[src/rtl/lcd_bus_driver.sv]
// lcd_bus_driver: buffers command/data bytes in a small FIFO and replays each
// onto an HD44780-style LCD bus with setup, enable-pulse, hold and execution
// wait timing driven by one shared down-counter.
// Optional feature macro: LCD_LONG_CMD_WAIT_EN (long wait after clear/home).
// Handshake: a byte is taken at a rising edge when in_valid && in_ready;
// in_ready is registered state (!full) and never depends on in_valid.
`timescale 1ns/1ps
module lcd_bus_driver #(
  parameter int FIFO_AW          = 2,
  parameter int SETUP_CYCLES     = 2,
  parameter int PULSE_CYCLES     = 4,
  parameter int HOLD_CYCLES      = 2,
  parameter int DATA_WAIT_CYCLES = 10,
  parameter int CMD_WAIT_CYCLES  = 10,
  parameter int LONG_WAIT_CYCLES = 200,
  parameter int CNT_W            = 16
) (
  input  logic               clk,
  input  logic               rst_n,
  input  logic               in_valid,
  output logic               in_ready,
  input  logic               in_rs,
  input  logic [7:0]         in_data,
  output logic [7:0]         lcd_data,
  output logic [1:0]         lcd_ctrl,
  output logic               lcd_enable,
  output logic               busy,
  output logic [FIFO_AW:0]   fifo_count
);

  localparam int DEPTH = 2 ** FIFO_AW;
  localparam logic [FIFO_AW:0] FULL_CNT   = (FIFO_AW + 1)'(DEPTH);
  // Counter reload values: a state lasting N cycles counts N-1 down to 0.
  localparam logic [CNT_W-1:0] SETUP_LOAD = CNT_W'(SETUP_CYCLES - 1);
  localparam logic [CNT_W-1:0] PULSE_LOAD = CNT_W'(PULSE_CYCLES - 1);
  localparam logic [CNT_W-1:0] HOLD_LOAD  = CNT_W'(HOLD_CYCLES - 1);
  localparam logic [CNT_W-1:0] DATA_LOAD  = CNT_W'(DATA_WAIT_CYCLES - 1);
  localparam logic [CNT_W-1:0] CMD_LOAD   = CNT_W'(CMD_WAIT_CYCLES - 1);
  localparam logic [CNT_W-1:0] LONG_LOAD  = CNT_W'(LONG_WAIT_CYCLES - 1);

  typedef enum logic [2:0] {
    ST_IDLE  = 3'd0,
    ST_SETUP = 3'd1,
    ST_PULSE = 3'd2,
    ST_HOLD  = 3'd3,
    ST_WAIT  = 3'd4
  } state_e;

  logic [8:0]         mem_q [DEPTH];
  logic [FIFO_AW-1:0] wr_ptr_q, wr_ptr_d;
  logic [FIFO_AW-1:0] rd_ptr_q, rd_ptr_d;
  logic [FIFO_AW:0]   count_q, count_d;
  state_e             state_q, state_d;
  logic [CNT_W-1:0]   cnt_q, cnt_d;
  logic [7:0]         data_q, data_d;
  logic               rs_q, rs_d;
  logic               en_q, en_d;
  logic               push, pop, long_cmd;
  logic [CNT_W-1:0]   wait_load;

  assign push = in_valid && (count_q != FULL_CNT);
  assign pop  = (state_q == ST_IDLE) && (count_q != '0);

`ifdef LCD_LONG_CMD_WAIT_EN
  assign long_cmd = !rs_q && ((data_q == 8'h01) || (data_q == 8'h02) || (data_q == 8'h03));
`else
  assign long_cmd = 1'b0;
`endif

  assign wait_load = long_cmd ? LONG_LOAD : (rs_q ? DATA_LOAD : CMD_LOAD);

  // Next-state logic for FIFO pointers/occupancy and the bus timing FSM.
  always_comb begin
    wr_ptr_d = wr_ptr_q;
    rd_ptr_d = rd_ptr_q;
    count_d  = count_q;
    state_d  = state_q;
    cnt_d    = cnt_q;
    data_d   = data_q;
    rs_d     = rs_q;
    en_d     = en_q;
    if (push) wr_ptr_d = wr_ptr_q + 1'b1;
    if (pop)  rd_ptr_d = rd_ptr_q + 1'b1;
    case ({push, pop})
      2'b10:   count_d = count_q + 1'b1;
      2'b01:   count_d = count_q - 1'b1;
      default: count_d = count_q;
    endcase
    case (state_q)
      ST_IDLE: begin
        en_d = 1'b0;
        if (pop) begin
          data_d  = mem_q[rd_ptr_q][7:0];
          rs_d    = mem_q[rd_ptr_q][8];
          cnt_d   = SETUP_LOAD;
          state_d = ST_SETUP;
        end
      end
      ST_SETUP: begin
        if (cnt_q == '0) begin
          state_d = ST_PULSE;
          cnt_d   = PULSE_LOAD;
          en_d    = 1'b1;
        end else begin
          cnt_d = cnt_q - 1'b1;
        end
      end
      ST_PULSE: begin
        if (cnt_q == '0) begin
          state_d = ST_HOLD;
          cnt_d   = HOLD_LOAD;
          en_d    = 1'b0;
        end else begin
          cnt_d = cnt_q - 1'b1;
        end
      end
      ST_HOLD: begin
        if (cnt_q == '0) begin
          state_d = ST_WAIT;
          cnt_d   = wait_load;
        end else begin
          cnt_d = cnt_q - 1'b1;
        end
      end
      ST_WAIT: begin
        if (cnt_q == '0) begin
          state_d = ST_IDLE;
          cnt_d   = '0;
        end else begin
          cnt_d = cnt_q - 1'b1;
        end
      end
      default: begin
        state_d = ST_IDLE;
        cnt_d   = '0;
        en_d    = 1'b0;
      end
    endcase
  end

  // Control and bus registers; reset aborts any transfer and empties the FIFO.
  always_ff @(posedge clk) begin
    if (!rst_n) begin
      wr_ptr_q <= '0;
      rd_ptr_q <= '0;
      count_q  <= '0;
      state_q  <= ST_IDLE;
      cnt_q    <= '0;
      data_q   <= '0;
      rs_q     <= 1'b0;
      en_q     <= 1'b0;
    end else begin
      wr_ptr_q <= wr_ptr_d;
      rd_ptr_q <= rd_ptr_d;
      count_q  <= count_d;
      state_q  <= state_d;
      cnt_q    <= cnt_d;
      data_q   <= data_d;
      rs_q     <= rs_d;
      en_q     <= en_d;
    end
  end

  // FIFO storage; contents need no reset since occupancy gates every read.
  always_ff @(posedge clk) begin
    if (rst_n && push) mem_q[wr_ptr_q] <= {in_rs, in_data};
  end

  assign in_ready   = (count_q != FULL_CNT);
  assign fifo_count = count_q;
  assign busy       = (state_q != ST_IDLE) || (count_q != '0);
  assign lcd_data   = data_q;
  assign lcd_ctrl   = {rs_q, 1'b0};
  assign lcd_enable = en_q;

endmodule

[config.mk]
export PLATFORM = sky130hd
export DESIGN_NAME = lcd_bus_driver
export DESIGN_NICKNAME = d
export VERILOG_FILES = /design/src/rtl/lcd_bus_driver.sv
export SDC_FILE = /design/constraint.sdc
export NUM_CORES = 1
export LEC_CHECK = 0
export CORE_UTILIZATION = 40
export DETAILED_ROUTE_END_ITERATION = 16
export GPL_ROUTABILITY_DRIVEN = 1
export GPL_TIMING_DRIVEN = 0
export PLACE_DENSITY = 0.72
export SYNTH_ARGS = -nofsm -noshare
export SYNTH_HDL_FRONTEND = slang
export SYNTH_SLANG_ARGS = --single-unit
[constraint.sdc]
create_clock -name clk -period 2.8 [get_ports clk]
set_input_delay 0.28 -clock clk [delete_from_list [all_inputs] [get_ports clk]]
set_output_delay 0.28 -clock clk [all_outputs]
set_load 0.02 [all_outputs]
# Yosys cells after proc, flatten, opt, wreduce, memory -nomap -nowiden
# Memory sizes are Yosys's and may differ from the RTL's. A register that Yosys moved wholly into a read port is not among the register bits.
# Index checks and enable logic that the tools add are counted.
# totals
ff_bits	27
ramBits	36
inputBits	12
out_inout_bits	16
n_memories	1
# mem_list
name	depth	width	rd	rd_ports_with_merged_regs	write_ports	line_no	source
mem_q	4	9	1	1	1	49	logic [8:0] mem_q [DEPTH];
# classes
addsub	5
n_eq_ne	12
n_mux	18
bitwise	1
n_reduce_logical	14
# ops
op	count
2-to-1 mux 16 bit	5
one-hot mux 16 bit (5 select lines)	1
logical NOT 16 bit	1
subtractor 16 x 1 -> 16 bit, second input constant	1
2-to-1 mux 3 bit	5
one-hot mux 3 bit (5 select lines)	1
inequality test 2 bit, second input constant	5
== test 3 x 2 -> 1 bit, second input constant	2
one-hot mux 3 bit (2 select lines)	1
nonzero test 3 bit	2
AND reduction 5 bit	1
adder 2 x 1 -> 2 bit, second input constant	2
2-to-1 mux 1 bit	4
adder 3 x 1 -> 3 bit, second input constant	1
== test 3 x 1 -> 1 bit, second input constant	1
== test 3 bit, second input constant	1
logical AND 1 bit	3
logical NOT 3 bit	1
inequality test 3 bit, second input constant	1
one-hot mux 1 bit (3 select lines)	1
AND reduction 3 bit	1
subtractor 3 x 1 -> 3 bit, second input constant	1
== test 2 x 1 -> 1 bit, second input constant	1
== test 2 bit, second input constant	1
6 further kinds	6

# Longest topological paths before layout
# Gate-level depths: netlist (run 1).
# logic_depth
ltp_word	5
depth_mapped	11
depth_no_buf	9

# Worst setup path after synthesis (run 1)
# Ideal clock, no wire load.
# synth_timing
kind	reg2reg
startpoint	register state_q[1]
endpoint	register count_q[2], in the netlist fifo_count[2]
setup_ns	0.070
t_arrival_ns	2.584
t_required_ns	2.730
slack_ns	0.145
path_stages_with_launch	12
path_buffers	2
period_less_slack_ns	2.655
path_cell_list	dfxtp_1 clkbuf_1 nor3_1 nand2_1 inv_1 clkbuf_1 ha_1 inv_1 fa_1 xor2_1 or3_1 a21oi_1
# synth_via
elab_chain_cells	4
word_cells_on_any_way	6
# synth_lines
item	line_no	source
start: declaration	53	state_e state_q, state_d;
start signal: assignment	156	state_q <= state_d;
logical NOT 3 bit (*)	62	assign pop = (state_q == ST_IDLE) && (count_q != '0);
logical AND 1 bit (*)	62	
named net pop	58	logic push, pop, long_cmd;
== test 2 x 1 -> 1 bit or == test 2 bit (tied branches)	84	case ({push, pop})
one-hot mux 3 bit (2 select lines) or nonzero test 2 bit (tied branches)	-	
end signal: assignment	155	count_q <= count_d;
end: declaration	52	logic [FIFO_AW:0] count_q, count_d;
# Mark *: on every way through the listed nets, which the timed path passes. The rest lies on a longest branch.
# A chain may end at the register's enable or synchronous reset.

# Worst setup path after layout (run 1)
# layout_timing
startpoint	register count_q[1], in the netlist fifo_count[1]
endpoint	output port busy
# layout_via
elab_chain_cells	2
# layout_lines
item	line_no	source
nonzero test 3 bit	171	assign busy = (state_q != ST_IDLE) || (count_q != '0);
logical OR 1 bit	171	
end: declaration	27	output logic busy,
# Every way passes these cells.

==> impl_metrics.csv, run 1 <==
group,metric,value,unit
grt,overflow,0,
placement,dp_hpwl,4600,um
placement,port_buffers,26,
synthesis,synthCells,284,
sta,fmax,0.381,GHz
worst_hold_path,hp-start,"lcd_data[6]",
power,power_density,1100,nW/um^2
clock_tree,cts_sinks,72,
sta,finalCritPeriodShare,93.8,%
synthesis,synth-edff-count,36,
synthesis,synth_cell_types,51,
worst_setup_path,arrival,2350,ps
synthesis,async_flop_share,0,%
worst_setup_path,cp_max_fo,9,
cells_and_area,fin_area,3840,um^2
worst_setup_path,ff2ff_path_depth,10,
routing,routed_via_density,5.51,
clock_tree,cts_hold_buf,0,
routing,wirelength,6800,um
grt,first_global_vias,2281,
floorplanning,core.rowCount,32,
placement,placed_cell_area,3620,um^2
synthesis,synth.yosys.warnings,0,
sta,fin_ws,174,ps
grt,grt_max_degree,14,
worst_setup_path,r2r_end,"fifo_count[2]",
grt,antenna_found_initial,0,
cells_and_area,area_delta_synth_final,19.1,%
sta,period_needed,2630,ps
grt,gr-usage-all-layers,17.6,%
sta,setup_tns,0,ps
worst_setup_path,startpoint_type,"flip-flop",
synthesis,synth_fp_nets,303,
sta,hold_viol_final,0,
synthesis,synth_ff_type,"edfxtp_1",
worst_hold_path,min_path_type,"flip-flop to flip-flop",
clock_tree,htree_levels,3,
cells_and_area,final_cell_mix,"dfxtp_1, edfxtp_1, clkdlybuf4s50_1, nand2_1, a21oi_1",
floorplanning,die_w,91.9,um
synthesis,synthesis.area,3230,um^2
clock_tree,clkLatencyLatePin,350,ps
cells_and_area,antenna_cells,0,
worst_setup_path,end_kind,"primary output",
floorplanning,num_io_pins,28,
floorplanning,core,7770,um^2
worst_hold_path,whs_path_depth,2,
flow_run,maxCapViolCount,0,
floorplanning,die-height,91.9,um
floorplanning,start_util,41.6,%
synthesis,ys_ff_latch,72,
clock_tree,cts_buffers,9,
routing,drtIter0Drc,95,
worst_setup_path,path_class,"flip-flop to primary output",
cells_and_area,drive_above_1_share,12.8,%
synthesis,avgSynthCellArea,11.4,um^2
clock_tree,cts_tree,"built",
floorplanning,die-area,8440,um^2
cells_and_area,nets,341,
worst_setup_path,required,2520,ps
grt,grt_pass1_wl,11400,um
placement,globalplace.congestion,0.830,
worst_hold_path,worstHoldEndpoint,"lcd_data[6]",
routing,drtPass1Iterations,5,
routing,num_vias,2364,
clock_tree,path_clk_slew,80,ps
power,peakVddDrop,0.445,mV
clock_tree,clockRootBuffer,"clkbuf_8",
sta,max_slew_margin,46.5,%
sta,tightest_slew,803,ps
placement,pre_cts_slack,-545,ps
sta,setup_viol,0,
sta,drv_slew,0,
routing,ant_nets,0,
worst_setup_path,r2r_start,"fifo_count[2]",
synthesis,seq_area_frac_synth,55.8,%
sta,holdWs,458,ps
clock_tree,clockBufferDepth,2,
worst_setup_path,ff2ff_setup_slack,200,ps
run_status,run_status,"completed",
sta,clock_skew,12.4,ps
routing,wl_per_cell,15.8,um
routing,drc,0,
power,p_total,4.22,mW
sta,rsz0062_at_grt,"false",
power,power.leakage,1.31,nW
[worst max-delay path, cell delays in order, from the launching register on]
cell	delay, ps
dfxtp_1	360
or3_1	370
clkbuf_1	190
nor2_2	380
inv_2	130
clkdlybuf4s50_1	560
[flip-flops by register name, indices dropped and copies added (netlist names)]
signal / cells
cnt_q: 16
fifo_count: 3
lcd_data: 8
lcd_enable: 1
mem_q: 36
rd_ptr_q: 2
rs_q: 1
state_q: 3
wr_ptr_q: 2
[through the flow]
stage	util (%)	instances
2_1_floorplan	-	284
3_3_place_gp	46.6	412
3_5_place_dp	46.6	412
4_1_cts	49.2	427
5_1_grt	49.5	429
6_report	49.5	429
[synthesized netlist by cell type (all sizes together) (3+ instances only)]
cell type / n / area (um^2)
xnor2: 4 / 35.0
inv: 15 / 56.3
nand2: 25 / 93.8
nor2: 14 / 52.6
mux4: 9 / 203
ha: 6 / 75.1
or3: 9 / 61.3
dfxtp: 36 / 721
xor2: 3 / 26.3
buf: 6 / 30.0
or3b: 3 / 26.3
nand4: 4 / 25.0
a21oi: 19 / 95.1
or4: 7 / 56.3
a211oi: 8 / 60.1
and3: 6 / 37.5
o31ai: 3 / 22.5
nand3: 5 / 25.0
a41oi: 3 / 26.3
o21ai: 8 / 40.0
clkbuf: 11 / 41.3
nor4: 4 / 25.0
nor3: 6 / 30.0
or4b: 3 / 30.0
edfxtp: 36 / 1080
[logic make-up (layout without fill, tap and decap cells)]
| kind of cell | after synthesis | in the layout | synth area share (%) |
|---|---|---|---|
| compound gates | 55 | 55 | 11.0 |
| xor+xnor | 7 | 7 | 1.90 |
| fa+ha+maj | 7 | 7 | 2.94 |
| buf+inv | 32 | 75 | 3.95 |
| flops | 72 | 72 | 55.8 |
| mux | 12 | 12 | 7.25 |
| other cells | 1 | 1 | 0.116 |
| simple gates | 98 | 98 | 17.0 |
[layer usage]
metal	up-vias	track usage (%)	wire length [um]
met1	1145	22.0	2990
met5	-	0	0
met3	14	4.15	279
met2	58	29.0	3390
li1	1147	-	-
met4	0	7.29	128
[layout make-up]
cell class	count	area, um^2
fillers	704	3920
flip-flops and latches	72	1800
multi-input cells	180	1320
repair buffers	28	275
clock buffers	10	128
well taps	102	128
clock inverters	6	68.8
plain buffers	16	67.6
inverters	15	60.1
[where the power goes]
part / internal, mW / switching [mW] / total (mW)
clock network: 0.416 / 0.403 / 0.820
logic: 0.817 / 1.12 / 1.93
registers: 1.30 / 0.166 / 1.47
[worst max path at each step]
stage	start	end	slack (ps)	cells past startpoint
after detailed placement	state_q[1]	fifo_count[2]	-550	11
final	fifo_count[1]	busy	170	5
after global placement	state_q[1]	fifo_count[2]	-570	11
after CTS	state_q[1]	fifo_count[2]	120	10
after global routing	fifo_count[1]	busy	60	5
after floorplan	state_q[1]	fifo_count[2]	150	11
[timing repair]
| action | 4_1_cts | 5_1_grt |
|---|---|---|
| setup buffers | 0 | 2 |
| endpoints found under the hold margin | 0 | 0 |
| endpoints found under the setup margin | 3 | 1 |
| gates resized for setup | 4 | 1 |
Note: power is estimated with default switching activity, not from simulation.
==> run 2: changes to the inputs <==
--- a/config.mk
+++ b/config.mk
@@ -5,6 +5,7 @@
 export SDC_FILE = /design/constraint.sdc
 export NUM_CORES = 1
 export LEC_CHECK = 0
+export ABC_AREA = 1
 export CORE_UTILIZATION = 40
 export DETAILED_ROUTE_END_ITERATION = 16
 export GPL_ROUTABILITY_DRIVEN = 1
==> impl_metrics.csv, run 2 <==
group,metric,value,unit
run_status,run_status,"completed",
flow_run,maxCapViolCount,0,
sta,setup_tns,0,ps
worst_setup_path,path_cells,"inv_1 -> nand3_1 -> inv_2 -> nor2_4 -> buf_2 -> ha_1 -> inv_1 -> fa_1 -> a21oi_1 -> o21ai_0 -> o21ai_0 -> a21oi_1",
clock_tree,post_cts_buffers,0,
cells_and_area,num-fill-cells,758,
synthesis,synth_fp_nets,387,
clock_tree,clockBufferDepth,2,
routing,routed_via_density,4.80,
clock_tree,cts_tree,"built",
synthesis,ys_top_cells_by_area,"edfxtp_1, dfxtp_1, nor2_1, nand2_1, o21ai_0",
worst_setup_path,arrival,2490,ps
synthesis,synthesis.area,3300,um^2
placement,port_buffers,25,
worst_setup_path,required,3040,ps
synthesis,synth_cell_types,34,
floorplanning,die_w,92.9,um
synthesis,yosysMostFrequentCell,"nor2_1",
clock_tree,cts_hold_buf,0,
synthesis,synth.yosys.warnings,0,
cells_and_area,antenna_cells,0,
synthesis,avgSynthCellArea,8.97,um^2
routing,ant_nets,0,
placement,dp_hpwl,4530,um
clock_tree,htree_levels,3,
clock_tree,path_clk_slew,80,ps
grt,antenna_found_initial,0,
cells_and_area,area_delta_synth_final,17.6,%
placement,placed_cell_area,3680,um^2
grt,gr-usage-all-layers,16.9,%
grt,grt_pass1_wl,10900,um
cells_and_area,nets,423,
sta,max_slew_margin,38.3,%
cells_and_area,drive_above_1_share,12.2,%
placement,globalplace.congestion,0.817,
synthesis,ys_ff_latch,72,
routing,num_vias,2454,
grt,overflow,0,
sta,period_needed,2250,ps
power,power.leakage,1.52,nW
synthesis,synth_ff_type,"edfxtp_1",
synthesis,synthDominantCellAreaShare,32.7,%
cells_and_area,top_register,"mem_q",
sta,clock_skew,10.7,ps
cells_and_area,mostFrequentLayoutCell,"nor2_1",
floorplanning,die-height,92.9,um
synthesis,synth-edff-count,36,
clock_tree,cts_sinks,72,
grt,first_global_vias,2398,
floorplanning,core.rowCount,32,
worst_setup_path,slowest_stage,"fa_1",
power,power_density,1100,nW/um^2
grt,grt_max_degree,15,
clock_tree,clkLatencyLatePin,350,ps
worst_setup_path,slowest_delay,380,ps
sta,hold_viol_final,0,
power,peakVddDrop,0.472,mV
clock_tree,cts-resized-gates,0,
synthesis,synthCells,368,
clock_tree,cts_buffers,9,
routing,wirelength,6610,um
cells_and_area,final_cell_mix,"nor2_1, nand2_1, o21ai_0, dfxtp_1, edfxtp_1",
synthesis,seq_area_frac_synth,54.6,%
synthesis,synth_common_cells,"nor2_1, nand2_1, dfxtp_1, edfxtp_1, o21ai_0",
floorplanning,start_util,42.1,%
clock_tree,clockRootBuffer,"clkbuf_8",
worst_setup_path,startpoint_type,"flip-flop",
floorplanning,num_io_pins,28,
sta,finalCritPeriodShare,80.3,%
sta,fmax,0.445,GHz
sta,setup_viol,0,
routing,drtPass1Iterations,4,
floorplanning,die-area,8620,um^2
synthesis,async_flop_share,0,%
sta,rsz0062_at_grt,"false",
worst_hold_path,min_path_type,"primary input to flip-flop",
routing,drc,0,
floorplanning,core,7850,um^2
cells_and_area,largest_reg_flops,36,
cells_and_area,fin_area,3880,um^2
sta,holdWs,295,ps
sta,tightest_slew,922,ps
routing,wl_per_cell,12.9,um
worst_setup_path,path_class,"flip-flop to flip-flop",
worst_setup_path,cp_max_fo,10,
sta,drv_slew,0,
worst_setup_path,end_kind,"flip-flop",
routing,drtIter0Drc,73,
synthesis,synth_top_cell_by_area,"edfxtp_1",
## run 2: report_power, final
group | total, mW | switching, mW | leakage (nW) | internal (mW)
Combinational | 2.03 | 1.28 | 0.797 | 0.751
Clock | 0.838 | 0.417 | 0.104 | 0.420
Sequential | 1.40 | 0.112 | 0.622 | 1.28
Total | 4.26 | 1.81 | 1.52 | 2.45
## run 2: layer usage
layer	part of all wire (%)	track usage (%)	vias to the layer above
li1	-	-	1284
met1	42	18.1	1111
met2	52	30.8	49
met3	4.7	5.83	10
met4	1.4	5.51	0
met5	0	0	-
## run 2: kinds of logic after synthesis
family / after synthesis / synth area share (%)
compound gates: 71 / 11.6
simple gates: 168 / 23.6
buf+inv: 45 / 6.18
fa+ha+maj: 7 / 2.88
other cells: 1 / 0.114
xor+xnor: 4 / 1.06
flops: 72 / 54.6
## run 2: worst paths after layout
path / start / end / slack (ps) / cells after the start
setup / recovery: fifo_count[1] / fifo_count[2] / 550 / 12
hold / removal: rst_n / lcd_data[3] / 290 / 3
setup reg to reg: fifo_count[1] / fifo_count[2] / 550 / 12
hold reg to reg: lcd_enable / lcd_enable / 470 / 2
## run 2: final cells by class
cell class | count | area, um^2 | share of cell area (%)
inverters | 32 | 123 | 3.16
repair buffers | 25 | 250 | 6.45
well taps | 102 | 128 | 3.29
multi-input cells | 251 | 1300 | 33.4
flip-flops and latches | 72 | 1800 | 46.4
plain buffers | 13 | 81.3 | 2.09
clock inverters | 7 | 78.8 | 2.03
clock buffers | 9 | 124 | 3.19
## run 2: stage by stage
| step | worst slack [ps] | power (mW) | instances | util [%] |
|---|---|---|---|---|
| final | 550 | 4.26 | 511 | 49.5 |
| after global routing | 247 | 4.63 | 511 | 49.5 |
| after CTS | 520 | 4.29 | 511 | 49.5 |
| after detailed placement | 527 | 3.45 | 495 | 46.9 |
| after global placement | 582 | 3.41 | 495 | 46.9 |
| after floorplan | 665 | 2.93 | 368 | - |
## run 2: worst max-delay path: cells and delay by family (launching register included)
kind | cells | cell delay (ps)
flip-flops | 1 | 370
adder cells (fa/ha/maj) | 2 | 560
buffers and inverters | 4 | 510
AND/OR/NAND/NOR | 2 | 240
AO/OA/AOI/OAI | 4 | 460
==> run 3: changes to the inputs <==
==> constraint.sdc (replaced) <==
create_clock -name clk -period 1.8 [get_ports clk]
set_input_delay 0.18 -clock clk [delete_from_list [all_inputs] [get_ports clk]]
set_output_delay 0.18 -clock clk [all_outputs]
set_load 0.02 [all_outputs]
==> impl_metrics.csv, run 3 (synthesized netlist as in run 2, its figures left out) <==
group,metric,value,unit
worst_setup_path,required,2040,ps
worst_setup_path,critical-path-top-delay-family,"adder cells",
grt,gr-usage-all-layers,16.8,%
grt,use_met2,29.5,%
worst_setup_path,startpoint_type,"flip-flop",
grt,overflow,0,
worst_setup_path,path_class,"flip-flop to flip-flop",
cells_and_area,final_cell_mix,"nor2_1, nand2_1, edfxtp_1, o21ai_0, dfxtp_1",
floorplanning,num_io_pins,28,
power,swShare,41.7,%
floorplanning,die_w,92.9,um
worst_hold_path,min_path_type,"primary input to flip-flop",
grt,antenna_found_initial,0,
routing,drc,0,
floorplanning,die-area,8620,um^2
cells_and_area,antenna_cells,0,
clock_tree,cts_tree,"built",
grt,first_global_vias,2386,
worst_setup_path,slowest_stage,"dfxtp_4",
power,power_switching,2.86,mW
clock_tree,clockRootBuffer,"clkbuf_8",
routing,drtPass1Iterations,4,
cells_and_area,mostFrequentLayoutCell,"nor2_1",
power,intPower,3.99,mW
power,power.leakage,1.53,nW
power,peakVddDrop,0.591,mV
grt,use_met1,19.2,%
sta,finalCritPeriodShare,99.0,%
worst_setup_path,arrival,2020,ps
placement,placed_cell_area,3730,um^2
power,clkPwrFrac,18.9,%
floorplanning,core.rowCount,32,
cells_and_area,top_register,"mem_q",
power,comb_power_share,48.7,%
flow_run,maxCapViolCount,0,
routing,routed_via_density,4.86,
placement,dp_hpwl,4560,um
cells_and_area,area_delta_synth_final,20.0,%
floorplanning,start_util,42.1,%
worst_setup_path,path_cells,"nor2_4 -> nand2_4 -> nor2_4 -> buf_8 -> ha_4 -> inv_2 -> fa_2 -> a21oi_1 -> o21ai_1 -> o21ai_1 -> a21oi_1",
routing,ant_nets,0,
placement,globalplace.congestion,0.762,
routing,drtIter0Drc,84,
sta,setup_viol,0,
clock_tree,cts_sinks,72,
cells_and_area,fin_area,3960,um^2
clock_tree,path_clk_slew,80,ps
worst_setup_path,cp_max_fo,7,
sta,clock_skew,9.58,ps
grt,grt_pass1_wl,10900,um
floorplanning,die-height,92.9,um
routing,wirelength,6760,um
power,p_seq_share,32.5,%
worst_setup_path,path_buf_inv,2,
placement,pre_cts_slack,-171,ps
worst_setup_path,end_kind,"flip-flop",
clock_tree,clkLatencyLatePin,350,ps
sta,hold_viol_final,0,
placement,port_buffers,25,
cells_and_area,num-fill-cells,745,
routing,num_vias,2492,
clock_tree,htree_levels,3,
sta,rsz0062_at_grt,"true",
run_status,run_status,"completed",
cells_and_area,largest_reg_flops,36,
worst_setup_path,slowest_delay,380,ps
cells_and_area,nets,425,
sta,fin_ws,18.7,ps
grt,grt_busiest_layer,"met2",
sta,period_needed,1780,ps
power,power_density,1730,nW/um^2
clock_tree,cts_hold_buf,0,
sta,drv_slew,0,
clock_tree,clockBufferDepth,2,
grt,met3_usage,6.32,%
routing,wl_per_cell,13.2,um
grt,grt_max_degree,14,
cells_and_area,drive_above_1_share,17.3,%
floorplanning,core,7850,um^2
sta,max_slew_margin,62.0,%
sta,tightest_slew,570,ps
clock_tree,cts_buffers,9,
sta,fmax,0.561,GHz
==> run 3: worst register-to-register path: cells and delay by family, from the launching register on <==
family / cells / cell delay [ps]
adders and majority gates: 2 / 440
AOI/OAI and AO/OA: 4 / 390
DFF: 1 / 380
and+or+nand+nor: 3 / 310
buffers and inverters: 2 / 150
==> run 3: stage by stage <==
stage	TNS [ps]	util, %	hold WS [ps]	total power, mW	std cells
3_3_place_gp	-3960	47.6	461	5.46	495
6_report	0	50.5	198	6.84	513
5_1_grt	-160	50.5	187	7.35	513
3_5_place_dp	-5350	47.6	476	5.52	495
2_1_floorplan	0	-	279	4.70	368
4_1_cts	0	50.3	195	6.86	513
==> run 3: layout make-up <==
cell class	count	area [um^2]	area share, %
Buffer	12	80.1	2.02
Clock buffer	11	141	3.57
Clock inverter	5	57.6	1.45
Inverter	32	128	3.22
Multi-Input combinational cell	251	1340	33.9
Sequential cell	72	1820	45.9
Tap cell	102	128	3.22
Timing Repair Buffer	28	268	6.76
==> run 3: worst paths after layout <==
| check | from | end | slack (ps) | cells past startpoint |
|---|---|---|---|---|
| worst max-delay path | state_q[1] | fifo_count[2] | 20 | 11 |
| worst min-delay path | rst_n | lcd_data[3] | 200 | 3 |
| worst max register to register | state_q[1] | fifo_count[2] | 20 | 11 |
| worst min register to register | lcd_enable | lcd_enable | 480 | 2 |
==> run 3: routing by layer <==
metal | share of wire [%] | up-vias
met4 | 0.43 | 0
met3 | 4.2 | 3
met5 | 0 | -
li1 | - | 1290
met1 | 43 | 1165
met2 | 52 | 34
==> run 3: repair_timing <==
item	CTS	global route
gates resized for setup	4	9
setup buffers	3	0
endpoints found under the setup margin	3	39
pin swaps	1	1
endpoints found under the hold margin	0	0
==> run 3: power groups by stage <==
| stage | logic, mW | registers [mW] | clock network, mW |
|---|---|---|---|
| 6_report | 3.33 | 2.22 | 1.29 |
| 5_1_grt | 3.71 | 2.26 | 1.38 |
| 4_1_cts | 3.35 | 2.22 | 1.30 |
| 3_5_place_dp | 3.29 | 2.23 | 0 |
| 3_3_place_gp | 3.23 | 2.23 | 0 |
| 2_1_floorplan | 2.41 | 2.30 | 0 |
